--- src/rtl/pixel_fb_writer.sv ---
`default_nettype none
// ============================================================================
// Module   : pixel_fb_writer
// Purpose  : Captures the drawer's (x, y, colour, plot) pixel stream, turns
//            each in-range coordinate into a linear framebuffer address
//            (y * X_SCREEN_PIXELS + x) and queues {address, colour} in a small
//            FIFO. The FIFO drains to the video-memory write port under a
//            valid/ready handshake, so a drawer with no backpressure can feed
//            a memory port that may stall.
// Ports    : iClock      - system clock, all state changes on posedge
//            iResetn     - synchronous active-low reset
//            iX/iY       - pixel coordinate from the drawer
//            iColour     - pixel colour from the drawer
//            iPlot       - pixel valid, at most one pixel per cycle
//            iMemReady   - memory port accepts the current write
//            oMemAddr    - head entry address (0 while empty)
//            oMemData    - head entry colour  (0 while empty)
//            oMemWrEn    - write valid (FIFO not empty)
//            oFull       - FIFO holds FIFO_DEPTH entries
//            oIdle       - FIFO empty
//            oOverflow   - sticky flag: an in-range pixel was lost (full)
//            oDropCount  - saturating count of out-of-range pixels
// Options  : PIXEL_FB_COLOUR_KEY_EN - when defined, in-range pixels whose
//            colour equals TRANSPARENT_COLOUR are discarded silently.
// Revision : 1.0 - initial release
// ============================================================================

module pixel_fb_writer #(
    parameter logic [7:0] X_SCREEN_PIXELS    = 8'd160,
    parameter logic [6:0] Y_SCREEN_PIXELS    = 7'd120,
    parameter int         FIFO_DEPTH         = 8,
    parameter int         ADDR_WIDTH         = 15,
    parameter logic [2:0] TRANSPARENT_COLOUR = 3'd0
) (
    input  logic                  iClock,
    input  logic                  iResetn,
    input  logic [7:0]            iX,
    input  logic [6:0]            iY,
    input  logic [2:0]            iColour,
    input  logic                  iPlot,
    input  logic                  iMemReady,
    output logic [ADDR_WIDTH-1:0] oMemAddr,
    output logic [2:0]            oMemData,
    output logic                  oMemWrEn,
    output logic                  oFull,
    output logic                  oIdle,
    output logic                  oOverflow,
    output logic [7:0]            oDropCount
);

    localparam int PTR_W   = (FIFO_DEPTH > 1) ? $clog2(FIFO_DEPTH) : 1;
    localparam int ENTRY_W = ADDR_WIDTH + 3;

    localparam logic [PTR_W:0] c_depth     = FIFO_DEPTH[PTR_W:0];
    localparam logic [PTR_W:0] c_count_one = {{PTR_W{1'b0}}, 1'b1};
    localparam logic [7:0]     c_drop_max  = 8'hFF;

    // ------------------------------------------------------------------
    // State
    // ------------------------------------------------------------------
    logic [ENTRY_W-1:0] r_mem [FIFO_DEPTH];
    logic [PTR_W-1:0]   r_wr_ptr;
    logic [PTR_W-1:0]   r_rd_ptr;
    logic [PTR_W:0]     r_count;
    logic               r_overflow;
    logic [7:0]         r_drop_count;

    // ------------------------------------------------------------------
    // Input qualification
    // ------------------------------------------------------------------
    logic                  w_in_range;
    logic                  w_key_hit;
    logic                  w_full;
    logic                  w_empty;
    logic                  w_push;
    logic                  w_pop;
    logic                  w_drop;
    logic                  w_lost;
    logic [ADDR_WIDTH-1:0] w_addr;

    assign w_in_range = (iX < X_SCREEN_PIXELS) && (iY < Y_SCREEN_PIXELS);

`ifdef PIXEL_FB_COLOUR_KEY_EN
    assign w_key_hit = (iColour == TRANSPARENT_COLOUR);
`else
    // Keying disabled: the compare is masked off so every colour is queued.
    assign w_key_hit = 1'b0 & (iColour == TRANSPARENT_COLOUR);
`endif

    assign w_full  = (r_count == c_depth);
    assign w_empty = (r_count == '0);

    // Range check wins over the full check, so an out-of-range pixel that
    // arrives while full counts as a drop, never as an overflow.
    assign w_drop = iPlot && !w_in_range;
    assign w_lost = iPlot &&  w_in_range && !w_key_hit &&  w_full;
    assign w_push = iPlot &&  w_in_range && !w_key_hit && !w_full;
    assign w_pop  = !w_empty && iMemReady;

    // The range check bounds the result to X*Y-1, so no clipping is needed.
    assign w_addr = ADDR_WIDTH'(iY) * ADDR_WIDTH'(X_SCREEN_PIXELS) + ADDR_WIDTH'(iX);

    // ------------------------------------------------------------------
    // Storage array (no reset: contents are qualified by r_count)
    // ------------------------------------------------------------------
    always_ff @(posedge iClock) begin
        if (w_push) begin
            r_mem[r_wr_ptr] <= {w_addr, iColour};
        end
    end

    // ------------------------------------------------------------------
    // Pointers, occupancy and status
    // ------------------------------------------------------------------
    always_ff @(posedge iClock) begin
        if (!iResetn) begin
            r_wr_ptr     <= '0;
            r_rd_ptr     <= '0;
            r_count      <= '0;
            r_overflow   <= 1'b0;
            r_drop_count <= 8'd0;
        end else begin
            // Pointer width equals log2(depth), so increments wrap naturally.
            if (w_push) begin
                r_wr_ptr <= r_wr_ptr + 1'b1;
            end
            if (w_pop) begin
                r_rd_ptr <= r_rd_ptr + 1'b1;
            end

            case ({w_push, w_pop})
                2'b10:   r_count <= r_count + c_count_one;
                2'b01:   r_count <= r_count - c_count_one;
                default: r_count <= r_count;
            endcase

            if (w_lost) begin
                r_overflow <= 1'b1;
            end

            if (w_drop && (r_drop_count != c_drop_max)) begin
                r_drop_count <= r_drop_count + 8'd1;
            end
        end
    end

    // ------------------------------------------------------------------
    // Memory port. Held low while reset is asserted so the port never sees
    // a write on a cycle whose pop is being discarded.
    // ------------------------------------------------------------------
    logic               w_valid;
    logic [ENTRY_W-1:0] w_head;

    assign w_valid = !w_empty && iResetn;
    assign w_head  = r_mem[r_rd_ptr];

    assign oMemWrEn   = w_valid;
    assign oMemAddr   = w_valid ? w_head[ENTRY_W-1:3] : '0;
    assign oMemData   = w_valid ? w_head[2:0]         : 3'd0;
    assign oFull      = w_full;
    assign oIdle      = w_empty;
    assign oOverflow  = r_overflow;
    assign oDropCount = r_drop_count;

endmodule

`default_nettype wire

--- config.mk ---
export PLATFORM = sky130hd
export DESIGN_NAME = pixel_fb_writer
export DESIGN_NICKNAME = d
export VERILOG_FILES = /design/src/rtl/pixel_fb_writer.sv
export SDC_FILE = /design/constraint.sdc
export NUM_CORES = 1
export LEC_CHECK = 0
export ABC_AREA = 1
export ABC_CLOCK_PERIOD_IN_PS = 2980
export CAP_MARGIN = 15
export CORE_UTILIZATION = 50
export CTS_CLUSTER_DIAMETER = 120
export DETAILED_ROUTE_END_ITERATION = 7
export DONT_BUFFER_PORTS = 1
export PLACE_DENSITY = 0.76
export SETUP_SLACK_MARGIN = 0.5
export SYNTH_ARGS = -nofsm -noshare
export SYNTH_HDL_FRONTEND = slang
export SYNTH_SLANG_ARGS = --single-unit
--- constraint.sdc ---
create_clock -name iClock -period 2.98 [get_ports iClock]
set_input_delay 0.149 -clock iClock [delete_from_list [all_inputs] [get_ports iClock]]
set_output_delay 0.149 -clock iClock [all_outputs]
set_load 0.05 [all_outputs]
Word level (Yosys, flattened, before mapping)
Memory sizes are Yosys's and may differ from the RTL's. A register that Yosys moved wholly into a read port is not among the register bits.
Index checks and enable logic that the tools add are counted.
{"block": "totals", "ramBits": 144, "ff_bits": 19, "elab_cells": 39, "memories": 1, "inputBits": 22}
{"name": "r_mem", "words": 8, "width": 18, "read_ports": 1, "rd_clocked_by_memory_dff": 1, "write_ports": 1, "line": "61", "text": "logic [ENTRY_W-1:0] r_mem [FIFO_DEPTH];"}
{"block": "op_classes", "n_eq_ne": 4, "reduce_logical": 13, "mul": 1, "order_cmp": 2, "n_mux": 7, "add_sub_neg": 6}
{"op": "adder 15 x 8 -> 15 bit", "n": 1}
{"op": "2-to-1 mux 15 bit", "n": 1}
{"op": "multiplier 7 x 3 -> 10 bit (second input constant)", "n": 1}
{"op": "2-to-1 mux 3 bit", "n": 3}
{"op": "adder 8 x 1 -> 8 bit (second input constant)", "n": 1}
{"op": "logical AND 1 bit", "n": 8}
{"op": "less-than comparator 8 bit (second input constant)", "n": 1}
{"op": "inequality test 8 bit (second input constant)", "n": 1}
{"op": "one-hot mux 4 bit (2 select lines)", "n": 1}
{"op": "less-than comparator 7 bit (second input constant)", "n": 1}
{"op": "adder 3 x 1 -> 3 bit (second input constant)", "n": 2}
{"op": "adder 4 x 1 -> 4 bit (second input constant)", "n": 1}
{"op": "== test 4 bit (second input constant)", "n": 1}
{"op": "zero test 4 bit", "n": 1}
{"op": "subtractor 4 x 1 -> 4 bit (second input constant)", "n": 1}
{"op": "zero test 1 bit", "n": 3}
{"op": "== test 2 x 1 -> 1 bit (second input constant)", "n": 1}
{"op": "== test 2 bit (second input constant)", "n": 1}
{"op": "2-to-1 mux 1 bit", "n": 2}
{"op": "nonzero test 2 bit", "n": 1}

Depth between registers and ports, before layout
{"block": "depth", "ltp_word": 6, "mapped_depth": 13}

Worst setup path after synthesis
No wires, ideal clock.
{"block": "synth_path", "path_type": "flip-flop to flip-flop", "start": "register r_count[0]", "end": "memory r_mem[5][0] (netlist name), enable pin", "stages_incl_launch_ff": 5, "synth_period_minus_slack_ns": 2.347, "setup_time_ns": 0.416, "setup_slack_ns": 0.633, "arrival_time_ns": 1.931, "path_cell_list": "dfxtp_1 inv_2 nand4_1 nand2_2 nor3_1"}
{"block": "synth_via", "elab_chain_len": 5}
{"element": "from (decl)", "line": "64", "text": "logic [PTR_W:0] r_count;"}
{"element": "from (signal assigned)", "line": "132", "text": "2'b10: r_count <= r_count + c_count_one;"}
{"element": "from (signal assigned)", "line": "133", "text": "2'b01: r_count <= r_count - c_count_one;"}
{"element": "from (signal assigned)", "line": "134", "text": "default: r_count <= r_count;"}
{"element": "== test 4 bit", "line": "90", "text": "assign w_full = (r_count == c_depth);"}
{"element": "zero test 1 bit", "line": "97", "text": "assign w_push = iPlot && w_in_range && !w_key_hit && !w_full;"}
{"element": "logical AND 1 bit", "line": "97"}
{"element": "2-to-1 mux 1 bit", "line": "107", "text": "if (w_push) begin"}
{"element": "2-to-1 mux 1 bit (implied by the code)", "line": "108", "text": "r_mem[r_wr_ptr] <= {w_addr, iColour};"}
{"element": "to (decl)", "line": "61"}
No other way between the ends.

==> load_flow_metrics.sql <==
INSERT INTO impl_metrics (metric_group, metric, value, unit) VALUES
('routing', 'route.final.wire_length', '15800', 'um'),
('power_and_ir_drop', 'finalPower', '7.34', 'mW'),
('synthesis', 'register_bit_count_reported_by_yosys', '166', ''),
('floorplan', 'die_w', '123', 'um'),
('setup_path', 'regToRegEndpoint', 'r_count[3]', ''),
('clocking', 'cts-buffers-inserted', '17', ''),
('layout', 'share_of_cells_above_drive_strength_1', '11.8', '%'),
('synthesis', 'ys_async_sr_fraction', '0', '%'),
('clocking', 'htree_num_levels', '4', ''),
('sta', 'max_slew.worst_pin.slew', '794', 'ps'),
('synthesis', 'synth_nets', '735', ''),
('sta', 'slew_viol_final', '0', ''),
('floorplan', 'dieHeight', '123', 'um'),
('setup_path', 'worst-endpoint-arrival', '2170', 'ps'),
('grt', 'wire_length_of_the_first_global_routing_pass', '25400', 'um'),
('setup_path', 'timing.reg2reg.setup_slack', '840', 'ps'),
('grt', 'antenna_found_initial', '0', ''),
('routing', 'num_vias', '5130', ''),
('sta', 'rsz_0062_raised_after_global_routing', 'false', ''),
('synthesis', 'synthFlopType', 'edfxtp_1', ''),
('layout', 'diodes', '0', ''),
('placed_design', 'gp_congestion', '0.768', ''),
('layout', 'end_of_flow_core_utilization', '59.9', '%'),
('clocking', 'worst_skew_pair.late_latency', '430', 'ps'),
('routing', 'drt_drc_violations_left', '0', ''),
('synthesis', 'synth_edf_count', '144', ''),
('clocking', 'tritoncts', 'yes', ''),
('setup_path', 'critPathMaxFanout', '52', ''),
('setup_path', 'crit_required', '2830', 'ps'),
('power_and_ir_drop', 'switching_power', '2.60', 'mW'),
('synthesis', 'synthesis.instances', '691', ''),
('grt', 'grt_met2_usage', '38.2', '%'),
('grt', 'global_route.usage.met1', '28.3', '%'),
('power_and_ir_drop', 'cellPowerDensity', '868', 'mW/mm^2'),
('power_and_ir_drop', 'p_leak', '3.11', 'nW'),
('setup_path', 'setup.worst_path.class', 'register to primary output', ''),
('layout', 'layout-area-overhead-vs-synth', '14.9', '%'),
('setup_path', 'worst_path_slowest_cell', 'dfxtp_2', ''),
('setup_path', 'worstSetupStartpointType', 'register', ''),
('min_path', 'hold_path.startpoint', 'iMemReady', ''),
('sta', 'max_clock_freq', '432', 'MHz'),
('sta', 'timing.slew.headroom', '46.7', '%'),
('synthesis', 'synth.yosys.seq_area_share', '64.8', '%'),
('flow_run', 'drv.max_cap_violation_count', '0', ''),
('clocking', 'clock-root-buffer', 'clkbuf_16', ''),
('floorplan', 'std_cell_rows', '43', ''),
('outcome', 'outcome', 'completed', ''),
('setup_path', 'r2r-start', 'r_count[2]', ''),
('grt', 'grt_use_met3', '5.86', '%'),
('grt', 'largest_net_degree_at_the_start_of_global_routing', '53', ''),
('setup_path', 'worstRegToRegCells', '12', ''),
('power_and_ir_drop', 'internal_power', '4.73', 'mW'),
('sta', 'setup_violations', '0', ''),
('synthesis', 'post_synth_num_cell_types', '27', ''),
('power_and_ir_drop', 'switching_share', '35.5', '%'),
('grt', 'grt_usage', '22.7', '%'),
('synthesis', 'synth_area_per_cell', '10.6', 'sq um'),
('layout', 'nets', '770', ''),
('floorplan', 'floorplan.initialDensity', '52.2', '%'),
('sta', 'min_period_over_period', '77.7', '%'),
('routing', 'detail-route-antenna-nets', '0', ''),
('setup_path', 'worst_path_dominant_cell_family', 'flip-flops', ''),
('power_and_ir_drop', 'register_share_of_total_power', '38.2', '%'),
('synthesis', 'yosysWarningCount', '0', ''),
('min_path', 'hold_path_depth', '3', ''),
('placed_design', 'total_half_perimeter_wirelength_after_legalization_and_detailed_placement', '9800', 'um'),
('setup_path', 'cp_common_cell', 'nor2_1', ''),
('min_path', 'hold_path_class', 'input port to register', ''),
('sta', 'layout_min_cycle_time', '2310', 'ps'),
('clocking', 'cts_sinks', '166', ''),
('clocking', 'clkSlewWorstSetupHoldPaths', '60', 'ps');
==> state kept, by name (all words and copies together), names as in the netlist, named ones only <==
name        count
r_rd_ptr        3
r_wr_ptr        3
oOverflow       1
r_count         4
r_mem         144
oDropCount      8
==> final cells by class <==
| type | instances | area, sq um |
|---|---|---|
| clock inverters | 13 | 159 |
| inverters | 40 | 150 |
| fillers | 1106 | 5650 |
| clock buffers | 18 | 429 |
| flip-flops and latches | 166 | 4770 |
| multi-input cells | 456 | 2320 |
| repair buffers | 45 | 398 |
| well taps | 180 | 225 |
==> power by group through the flow <==
stage               Combinational, mW  Clock [mW]  Sequential, mW
floorplan                        1.76           0            2.80
global placement                 2.21           0            2.84
detailed placement               2.30           0            2.85
CTS                              2.38        2.19            2.80
global route                     2.62        2.29            2.82
finish                           2.37        2.16            2.81
==> worst register-to-register path, cell delays in order (launching register included) <==
cell and delay (ps):
dfxtp_1 330, inv_1 100, nand4_1 210, nand2_2 280, ha_1 280, ha_1 300, nand3_1 130, nand3_1 80
nand2_1 60, nand3_1 90, nand2_1 80, nand2_1 40, nor2_1 90
==> layer usage <==
metal	share of wire [%]	wire length, um
met4	1.1	176
met5	0	0
met1	42	6580
met3	6.7	1050
met2	51	8010
==> synthesized netlist by cell type, types with 6 or more instances <==
cell      instances  share of area [%]
nand2_1          63                3.2
dfxtp_1          22                6.0
inv_2             7               0.36
nand3_1          17                1.2
xor2_1            6               0.71
buf_2            18                1.2
inv_1            33                1.7
a21oi_1          21                1.4
o21ai_1          95                6.5
edfxtp_1        144                 59
nand4_1           8               0.68
nor2_1          161                8.2
o21ai_0          42                2.9
clkbuf_1          9               0.46
ha_1             19                3.2
==> timing repair <==
item,4_1_cts,5_1_grt
hold buffers,9,0
buffers inserted,2,0
endpoints found under the hold margin,76,0
endpoints found under the setup margin,2,0
==> logic make-up (layout without fill, tap and decap cells) <==
group | count (synthesis) | after routing | share of synthesized area (%)
compound gates | 159 | 159 | 10.9
xor+xnor | 13 | 13 | 1.91
fa+ha+maj | 22 | 22 | 4.05
buf+inv | 69 | 116 | 3.93
flops | 166 | 166 | 64.8
simple gates | 262 | 262 | 14.5
==> through the flow <==
| step | setup slack (ps) | cell area [sq um] | hold slack [ps] | cells |
|---|---|---|---|---|
| 2_1_floorplan | 633 | 7350 | 248 | 691 |
| 3_3_place_gp | 829 | 7740 | 248 | 876 |
| 3_5_place_dp | 775 | 7740 | 248 | 876 |
| 4_1_cts | 674 | 8450 | 6.58 | 918 |
| 5_1_grt | 526 | 8450 | 25.2 | 918 |
| 6_report | 666 | 8450 | 17.7 | 918 |
==> worst max path at each step <==
stage,endpoint,cells past startpoint,slack [ps]
global placement,r_mem[6][16],9,830
CTS,oMemAddr[8],8,670
finish,oMemAddr[10],6,670
detailed placement,r_mem[5][16],9,780
floorplan,r_mem[5][0],4,630
global route,oMemAddr[10],6,530
(Power assumes the default switching activity.)
